File: src/rtl/pipe_hazard_ctrl_if.sv
// rtl/pipe_hazard_ctrl_if.sv - hazard controller pipeline-status inputs and control outputs
interface pipe_hazard_ctrl_if;
  logic [4:0]  id_src1;
  logic [4:0]  id_src2;
  logic        id_two_src;
  logic [4:0]  exe_dest;
  logic        exe_wb_en;
  logic        exe_mem_r_en;
  logic [4:0]  mem_dest;
  logic        mem_wb_en;
  logic        fwd_en;
  logic        br_taken;
  logic        mem_req;
  logic        mem_ready;
  logic        pc_hold;
  logic        ifid_hold;
  logic        ifid_flush;
  logic        idex_bubble;
  logic        pipe_hold;
  logic        err;
  logic [1:0]  state;
  logic [15:0] stall_cnt;
  logic [15:0] flush_cnt;

  modport master (
    output id_src1, id_src2, id_two_src, exe_dest, exe_wb_en, exe_mem_r_en,
           mem_dest, mem_wb_en, fwd_en, br_taken, mem_req, mem_ready,
    input  pc_hold, ifid_hold, ifid_flush, idex_bubble, pipe_hold, err,
           state, stall_cnt, flush_cnt
  );

  modport slave (
    input  id_src1, id_src2, id_two_src, exe_dest, exe_wb_en, exe_mem_r_en,
           mem_dest, mem_wb_en, fwd_en, br_taken, mem_req, mem_ready,
    output pc_hold, ifid_hold, ifid_flush, idex_bubble, pipe_hold, err,
           state, stall_cnt, flush_cnt
  );
endinterface

File: src/rtl/pipe_hazard_ctrl.sv
// rtl/pipe_hazard_ctrl.sv - pipeline stall/flush/hold control with memory watchdog and perf counters
module pipe_hazard_ctrl (
  input logic              clk,
  input logic              rst,
  pipe_hazard_ctrl_if.slave bus
);
  localparam logic [1:0] ST_RUN      = 2'd0;
  localparam logic [1:0] ST_MEM_WAIT = 2'd1;
  localparam logic [1:0] ST_ERROR    = 2'd2;

  logic [1:0]  state_q;
  logic [7:0]  wait_cnt;
  logic [15:0] stall_q;
  logic [15:0] flush_q;

  logic raw_exe;
  logic raw_mem;
  logic hazard;
  logic mwait;
  logic hold;
  logic do_flush;
  logic do_stall;

  always_comb begin
    raw_exe  = (bus.exe_dest != 5'd0) &&
               ((bus.exe_dest == bus.id_src1) || (bus.id_two_src && (bus.exe_dest == bus.id_src2)));
    raw_mem  = (bus.mem_dest != 5'd0) &&
               ((bus.mem_dest == bus.id_src1) || (bus.id_two_src && (bus.mem_dest == bus.id_src2)));
    hazard   = (raw_exe && bus.exe_mem_r_en) ||
               (!bus.fwd_en && ((raw_exe && bus.exe_wb_en) || (raw_mem && bus.mem_wb_en)));
    mwait    = bus.mem_req && !bus.mem_ready;
    // A hold swallows any branch or hazard; a taken branch discards a coincident hazard.
    hold     = (state_q == ST_ERROR) || mwait;
    do_flush = !hold && bus.br_taken;
    do_stall = !hold && !bus.br_taken && hazard;
  end

  assign bus.pipe_hold   = rst && hold;
  assign bus.pc_hold     = rst && (hold || do_stall);
  assign bus.ifid_hold   = rst && (hold || do_stall);
  assign bus.ifid_flush  = rst && do_flush;
  assign bus.idex_bubble = rst && (do_flush || do_stall);
  assign bus.err         = (state_q == ST_ERROR);
  assign bus.state       = state_q;
  assign bus.stall_cnt   = stall_q;
  assign bus.flush_cnt   = flush_q;

  always_ff @(posedge clk) begin
    if (!rst) begin
      stall_q <= 16'd0;
      flush_q <= 16'd0;
    end else begin
      if (do_stall && (stall_q != 16'hFFFF))
        stall_q <= stall_q + 16'd1;
      if (do_flush && (flush_q != 16'hFFFF))
        flush_q <= flush_q + 16'd1;
    end
  end

  // wait_cnt counts memory-wait cycles already spent; the 256th consecutive one trips ERROR.
  always_ff @(posedge clk) begin
    if (!rst) begin
      state_q  <= ST_RUN;
      wait_cnt <= 8'd0;
    end else begin
      case (state_q)
        ST_RUN: begin
          if (mwait) begin
            state_q  <= ST_MEM_WAIT;
            wait_cnt <= 8'd1;
          end
        end
        ST_MEM_WAIT: begin
          if (!mwait) begin
            state_q  <= ST_RUN;
            wait_cnt <= 8'd0;
          end else if (wait_cnt == 8'd255) begin
            state_q  <= ST_ERROR;
          end else begin
            wait_cnt <= wait_cnt + 8'd1;
          end
        end
        ST_ERROR: begin
          state_q <= ST_ERROR;
        end
        default: begin
          state_q  <= ST_RUN;
          wait_cnt <= 8'd0;
        end
      endcase
    end
  end
endmodule

File: src/flat_wrapper.sv
// flat-port wrapper written by rule: the top's interface ports become plain ports
module pipe_hazard_ctrl_flat 
  (clk, rst, bus_id_src1, bus_id_src2, bus_id_two_src, bus_exe_dest, bus_exe_wb_en, bus_exe_mem_r_en, bus_mem_dest, bus_mem_wb_en, bus_fwd_en, bus_br_taken, bus_mem_req, bus_mem_ready, bus_pc_hold, bus_ifid_hold, bus_ifid_flush, bus_idex_bubble, bus_pipe_hold, bus_err, bus_state, bus_stall_cnt, bus_flush_cnt);
  pipe_hazard_ctrl_if bus_i ();
  input logic clk;
  input logic rst;
  input wire logic [$bits(bus_i.id_src1)-1:0] bus_id_src1;
  input wire logic [$bits(bus_i.id_src2)-1:0] bus_id_src2;
  input wire logic [$bits(bus_i.id_two_src)-1:0] bus_id_two_src;
  input wire logic [$bits(bus_i.exe_dest)-1:0] bus_exe_dest;
  input wire logic [$bits(bus_i.exe_wb_en)-1:0] bus_exe_wb_en;
  input wire logic [$bits(bus_i.exe_mem_r_en)-1:0] bus_exe_mem_r_en;
  input wire logic [$bits(bus_i.mem_dest)-1:0] bus_mem_dest;
  input wire logic [$bits(bus_i.mem_wb_en)-1:0] bus_mem_wb_en;
  input wire logic [$bits(bus_i.fwd_en)-1:0] bus_fwd_en;
  input wire logic [$bits(bus_i.br_taken)-1:0] bus_br_taken;
  input wire logic [$bits(bus_i.mem_req)-1:0] bus_mem_req;
  input wire logic [$bits(bus_i.mem_ready)-1:0] bus_mem_ready;
  output wire logic [$bits(bus_i.pc_hold)-1:0] bus_pc_hold;
  output wire logic [$bits(bus_i.ifid_hold)-1:0] bus_ifid_hold;
  output wire logic [$bits(bus_i.ifid_flush)-1:0] bus_ifid_flush;
  output wire logic [$bits(bus_i.idex_bubble)-1:0] bus_idex_bubble;
  output wire logic [$bits(bus_i.pipe_hold)-1:0] bus_pipe_hold;
  output wire logic [$bits(bus_i.err)-1:0] bus_err;
  output wire logic [$bits(bus_i.state)-1:0] bus_state;
  output wire logic [$bits(bus_i.stall_cnt)-1:0] bus_stall_cnt;
  output wire logic [$bits(bus_i.flush_cnt)-1:0] bus_flush_cnt;
  assign bus_i.id_src1 = bus_id_src1;
  assign bus_i.id_src2 = bus_id_src2;
  assign bus_i.id_two_src = bus_id_two_src;
  assign bus_i.exe_dest = bus_exe_dest;
  assign bus_i.exe_wb_en = bus_exe_wb_en;
  assign bus_i.exe_mem_r_en = bus_exe_mem_r_en;
  assign bus_i.mem_dest = bus_mem_dest;
  assign bus_i.mem_wb_en = bus_mem_wb_en;
  assign bus_i.fwd_en = bus_fwd_en;
  assign bus_i.br_taken = bus_br_taken;
  assign bus_i.mem_req = bus_mem_req;
  assign bus_i.mem_ready = bus_mem_ready;
  assign bus_pc_hold = bus_i.pc_hold;
  assign bus_ifid_hold = bus_i.ifid_hold;
  assign bus_ifid_flush = bus_i.ifid_flush;
  assign bus_idex_bubble = bus_i.idex_bubble;
  assign bus_pipe_hold = bus_i.pipe_hold;
  assign bus_err = bus_i.err;
  assign bus_state = bus_i.state;
  assign bus_stall_cnt = bus_i.stall_cnt;
  assign bus_flush_cnt = bus_i.flush_cnt;
  pipe_hazard_ctrl u_core (.clk(clk), .rst(rst), .bus(bus_i));
endmodule
File: config.mk
export PLATFORM = sky130hd
export DESIGN_NAME = pipe_hazard_ctrl_flat
export DESIGN_NICKNAME = d
export VERILOG_FILES = /design/src/rtl/pipe_hazard_ctrl_if.sv /design/src/rtl/pipe_hazard_ctrl.sv /design/src/flat_wrapper.sv
export SDC_FILE = /design/constraint.sdc
export NUM_CORES = 1
export LEC_CHECK = 0
export ABC_AREA = 1
export CAP_MARGIN = 20
export CORE_ASPECT_RATIO = 1.5
export CORE_MARGIN = 2
export CORE_UTILIZATION = 30
export CTS_CLUSTER_SIZE = 12
export DETAILED_ROUTE_END_ITERATION = 16
export PLACE_DENSITY = 0.59
export SYNTH_ARGS = -nofsm -noshare
export SYNTH_HDL_FRONTEND = slang
export SYNTH_SLANG_ARGS = --single-unit
File: constraint.sdc
create_clock -name clk -period 1.8 [get_ports clk]
set_clock_uncertainty 0.1 [all_clocks]
set_input_delay 0.36 -clock clk [delete_from_list [all_inputs] [get_ports clk]]
set_output_delay 0.36 -clock clk [all_outputs]
set_load 0.01 [all_outputs]
# After elaboration in Yosys (flattened, before gate mapping)
# Index checks and enable logic that the tools add are counted.
[word_totals]
ramBits = 0
memories = 0
reg_bits = 42
rom_bits = 0
output_inout_bits = 40
in_bits = 30
latch_bits = 0
elab_cells = 62
[op_classes]
bitwise_logic = 1
muxes = 8
shifts = 0
div = 0
add_sub_neg = 3
mul = 0
magnitude_cmp = 0
n_reduce_logical = 34
eq_ne = 12
[ops]
columns = ["cell", "n"]
rows = [
  ["adder 16 x 1 -> 16 bit, second input constant", 2],
  ["!= test 16 bit, second input constant", 2],
  ["two-way mux 8 bit", 3],
  ["one-hot mux 8 bit (3 select lines)", 1],
  ["== test 5 bit", 4],
  ["logical AND 1 bit", 18],
  ["nonzero test 5 bit", 2],
  ["adder 8 x 1 -> 8 bit, second input constant", 1],
  ["== test 8 bit, second input constant", 1],
  ["logical OR 1 bit", 7],
  ["two-way mux 2 bit", 3],
  ["!= test 3 bit, second input constant", 2],
  ["one-hot mux 2 bit (3 select lines)", 1],
  ["zero test 1 bit", 4],
  ["AND reduction 3 bit", 1],
  ["== test 2 x 1 -> 1 bit, second input constant", 1],
  ["== test 2 bit, second input constant", 1],
  ["zero test 2 bit", 1],
  ["!= test 2 x 1 -> 1 bit, second input constant", 1],
  ["AND reduction 2 bit", 1],
  ["NOT 1 bit", 1],
]

# Depth between registers and ports, before layout
[depth]
word_depth = 11
depth_mapped = 13
mapped_depth_nobuf = 13

# Worst setup path after synthesis
# Ideal clock, no wire load.
[synth_timing]
path_kind = "input-to-output"
startpoint = "input port bus_exe_dest[0]"
endpoint = "output port bus_pc_hold"
n_path_buf = 1
t_arrival_ns = 1.433
path_slack_ns = -0.093
required_time_ns = 1.340
path_stages = 11
path_cell_list = "inv_1 > nand2_1 > nand2_1 > nor2_1 > nand3_1 > nand2_1 > nand2_1 > nand2_2 > nand2_1 > a21oi_1 > buf_4"
[synth_between]
elab_chain_cells = 11
elab_cells_between_ends = 14
classes_between = "2 x eq/ne; 12 x reduce/logical"
[synth_lines]
columns = ["element", "line", "source"]
rows = [
  ["from (decl)", "flat_wrapper.sv:10", "input wire logic [$bits(bus_i.exe_dest)-1:0] bus_exe_dest;"],
  ["== test 5 bit", "pipe_hazard_ctrl.sv:26", "((bus.exe_dest == bus.id_src1) || (bus.id_two_src && (bus.exe_dest == bus.id_src2)));"],
  ["logical AND 1 bit", "pipe_hazard_ctrl.sv:26", ""],
  ["logical OR 1 bit", "pipe_hazard_ctrl.sv:26", ""],
  ["logical AND 1 bit *", "pipe_hazard_ctrl.sv:25", "raw_exe = (bus.exe_dest != 5'd0) &&"],
  ["logical AND 1 bit", "pipe_hazard_ctrl.sv:30", "(!bus.fwd_en && ((raw_exe && bus.exe_wb_en) || (raw_mem && bus.mem_wb_en)));"],
  ["logical OR 1 bit", "pipe_hazard_ctrl.sv:30", ""],
  ["logical AND 1 bit", "pipe_hazard_ctrl.sv:30", ""],
  ["logical OR 1 bit *", "pipe_hazard_ctrl.sv:29", "hazard = (raw_exe && bus.exe_mem_r_en) ||"],
  ["logical AND 1 bit *", "pipe_hazard_ctrl.sv:35", "do_stall = !hold && !bus.br_taken && hazard;"],
  ["logical OR 1 bit *", "-", ""],
  ["logical AND 1 bit *", "-", ""],
  ["to (decl)", "flat_wrapper.sv:19", "output wire logic [$bits(bus_i.pc_hold)-1:0] bus_pc_hold;"],
]
# Mark *: on every way between the ends. The rest lies on a longest branch, timed or not.

# Final worst setup path
[layout_timing]
startpoint = "input port bus_id_src1[3]"
endpoint = "output port bus_pc_hold"
[layout_between]
elab_chain_cells = 10
elab_cells_between_ends = 15
classes_between = "2 x eq/ne; 13 x reduce/logical"
[layout_lines]
columns = ["element", "line", "source"]
rows = [
  ["from (decl)", "flat_wrapper.sv:7", "input wire logic [$bits(bus_i.id_src1)-1:0] bus_id_src1;"],
  ["== test 5 bit, on equally long branches", "pipe_hazard_ctrl.sv:26, pipe_hazard_ctrl.sv:28", ""],
  ["logical OR 1 bit, on equally long branches", "pipe_hazard_ctrl.sv:26, pipe_hazard_ctrl.sv:28", ""],
  ["logical AND 1 bit, on equally long branches", "pipe_hazard_ctrl.sv:25, pipe_hazard_ctrl.sv:27", ""],
  ["logical AND 1 bit", "pipe_hazard_ctrl.sv:30", ""],
  ["logical OR 1 bit", "pipe_hazard_ctrl.sv:30", ""],
  ["logical AND 1 bit", "pipe_hazard_ctrl.sv:30", ""],
  ["logical OR 1 bit *", "pipe_hazard_ctrl.sv:29", ""],
  ["logical AND 1 bit *", "pipe_hazard_ctrl.sv:35", ""],
  ["logical OR 1 bit *", "pipe_hazard_ctrl.sv:39", "assign bus.pc_hold = rst && (hold || do_stall);"],
  ["logical AND 1 bit *", "pipe_hazard_ctrl.sv:39", ""],
]
# Marked as above.

==> flow_summary.toml <==
[status]
outcome = "finished with violations"
violations = "setup timing"

[critical_path]
r2r_cells = 11
rrSetupSlack_ns = -0.03
cp-endpoint = "bus_pc_hold"
r2r_end = "u_core.bus.stall_cnt[4]"
crit_fanout = 3
rr_startpoint = "u_core.bus.stall_cnt[0]"
cp.required_ns = 1.34
cp.arrival_ns = 1.40
cp-start-kind = "primary input"
crit_path_end_kind = "output port"
cp-startpoint = "bus_id_src1[3]"
path_class = "in -> out"

[detailed_routing]
vias = 3276
routed_wl_um = 8430
wire_per_inst_um = 11.9
vias_per_cell = 4.64
drc_errors = 0
ant_nets = 0
drtPass1Iterations = 5
drt_iter0_drc = 112

[synth]
synth_top_area_frac = 0.298
synthTopCellsByCount = "nand2_1 (142), nor2_1 (73), inv_1 (69)"
netlist_instances = 465
syn_nets = 498
synth-seq-area-share = 0.298
ys_ff_latch = 42
ys_types = 33
syn_area_mm2 = 0.00283
yosysWarnings = 0
async_flop_share = 0
syn_area_per_cell_um2 = 6.08
synth_top_area_cell = "dfxtp_1"
synth_edf_count = 0
yosysMostFrequentCell = "nand2_1"
ys.flop_type = "dfxtp_1"
ys_top_cells_by_area = "dfxtp_1 (30%), nand2_1 (19%), nor2_1 (9.7%)"

[floorplan]
start_util = 0.307
std_cell_rows = 43
die_w_um = 83.2
io-pin-count = 70
die_area_mm2 = 0.0102
core_mm2 = 0.00920
die_h_um = 123

[clocking]
worstSkewPairLatency_ns = 0.28
numCtsBuffers = 5
ctsHoldBuffers = 0
cts_max_level = 2
root_buffer = "clkbuf_16"
cts_tree = "yes"
cts.sinks = 42
clkTransAtPathRegs_ns = 0.06
clockBufferDepth = 2

[place]
portBuffers = 69
dp_hpwl_um = 5890
place_congestion = 0.862

[worst_hold_path]
min_path_type = "reg -> reg"
hold_depth = 2

[finish]
fin_nets = 626
area_delta_synth_final_pct = 62.0
fill_cells = 909
antennaDiodeCount = 0
final_layout_size_suffix_gt1_frac = 0.328

[global_routing]
grt_pass1_wl_um = 13000
grt_use_total = 0.152
gr-total-overflow = 0
first_global_vias = 2996
grt_max_degree = 27
antenna_found_initial = 0

[pwr]
p_leak_nw = 2.15
peakVddDrop_uv = 482
cellPowerDensity_mw_per_mm2 = 549
p_total_w = 0.00251

[timing]
fin_setup_tns_ns = -0.232
max_freq_mhz = 538
setup_viol = 9
worst_slew_pin_slew_ns = 0.312
drv_slew = 0
fin_ws_ns = -0.0588
min_period_over_period = 1.03
max_slew_margin = 0.792
period_minus_slack_ns = 1.86
rsz0062_at_grt = "yes"
hold_violations = 0
whs_ns = 0.370

[job]
drv_cap = 0
==> flip-flops by register name, summed over array words and instances, names as in the netlist <==
register	flops
u_core.wait_cnt	8
u_core.bus.flush_cnt	16
u_core.bus.state	2
u_core.bus.stall_cnt	16
==> timing repair <==
| item | 4_1_cts | 5_1_grt |
|---|---|---|
| gates resized for setup | 155 | 110 |
| pin swaps | 32 | 54 |
| endpoints found under the setup margin | 41 | 45 |
| buffers inserted | 4 | 10 |
| cloned | 1 | 2 |
| endpoints found under the hold margin | 0 | 0 |
==> critical path: stages <==
cell and delay [ns]:
buf_8 0.08, inv_1 0.04, nand2_2 0.06, nand2_2 0.05, nor2_1 0.11, nand3_1 0.08, nand2_1 0.07, nand2_1 0.06
nand2_2 0.09, nand2_4 0.07, a21oi_4 0.16, buf_2 0.15
==> per-stage QoR <==
stage               worst slack [ns]  cells  cell area, um^2   util
finish                       -0.0588    706             4580  0.497
global route                  -0.160    706             4580  0.497
CTS                          -0.0225    694             4120  0.448
detailed placement            -0.955    681             3930  0.427
global placement              -0.925    681             3930  0.427
floorplan                    0.00282    465             2840      -
==> logic make-up (layout without fill, tap and decap cells) <==
family | Yosys count | in the layout | synth area share
AND/OR/NAND/NOR | 276 | 279 | 0.428
adder cells (fa/ha/maj) | 3 | 3 | 0.0133
XOR/XNOR | 20 | 20 | 0.0620
buffers and inverters | 83 | 209 | 0.122
flip-flops | 42 | 42 | 0.298
AO/OA/AOI/OAI | 41 | 41 | 0.0766
==> layout by cell type, fill, tap and decap left out, drive strengths merged <==
| cell | Yosys | layout |
|---|---|---|
| a21oi | 21 | 21 |
| a31oi | 1 | 1 |
| and3 | 1 | 1 |
| buf | 6 | 83 |
| bufinv | 0 | 1 |
| clkbuf | 2 | 6 |
| clkdlybuf4s50 | 0 | 32 |
| clkinv | 1 | 1 |
| clkinvlp | 0 | 1 |
| dfxtp | 42 | 42 |
| dlygate4sd2 | 0 | 8 |
| dlymetal6s2s | 0 | 3 |
| ha | 3 | 3 |
| inv | 74 | 74 |
| nand2 | 147 | 147 |
| nand3 | 23 | 26 |
| nand3b | 2 | 2 |
| nand4 | 11 | 11 |
| nor2 | 79 | 79 |
| nor3 | 11 | 11 |
| nor3b | 2 | 2 |
| o21a | 1 | 1 |
| o21ai | 16 | 16 |
| o21ba | 1 | 1 |
| o21bai | 1 | 1 |
| xnor2 | 6 | 6 |
| xor2 | 14 | 14 |
==> metal layers <==
metal,part of all wire,GRT usage,vias up
met1,0.41,0.172,1503
met2,0.55,0.291,60
li1,-,-,1703
met5,0,0,-
met3,0.032,0.0242,10
met4,0.014,0.0451,0
==> where the power goes <==
part / switching [W] / internal (W) / total, W / leakage [nW]
sequential: 0.0000201 / 0.000953 / 0.000973 / 0.343
combinational: 0.000260 / 0.000246 / 0.000506 / 1.73
clock: 0.000377 / 0.000655 / 0.00103 / 0.0771
total: 0.000657 / 0.00185 / 0.00251 / 2.15
==> layout make-up <==
type	count	area, um^2	share of cell area
clock buffers	6	129	0.0282
inverters	75	303	0.0662
repair buffers	126	1150	0.252
flip-flops and latches	42	853	0.186
multi-input cells	343	1960	0.429
clock inverters	2	37.5	0.00820
well taps	112	140	0.0306
==> how the worst min path moves through the flow <==
| stage | start | endpoint | slack (ns) |
|---|---|---|---|
| finish | u_core.wait_cnt[2] | u_core.wait_cnt[2] | 0.37 |
| detailed placement | u_core.wait_cnt[2] | u_core.wait_cnt[2] | 0.36 |
| global placement | u_core.wait_cnt[2] | u_core.wait_cnt[2] | 0.35 |
| global route | u_core.wait_cnt[2] | u_core.wait_cnt[2] | 0.42 |
| CTS | u_core.wait_cnt[2] | u_core.wait_cnt[2] | 0.37 |
| floorplan | u_core.wait_cnt[2] | u_core.wait_cnt[2] | 0.34 |
(Power assumes the default switching activity.)
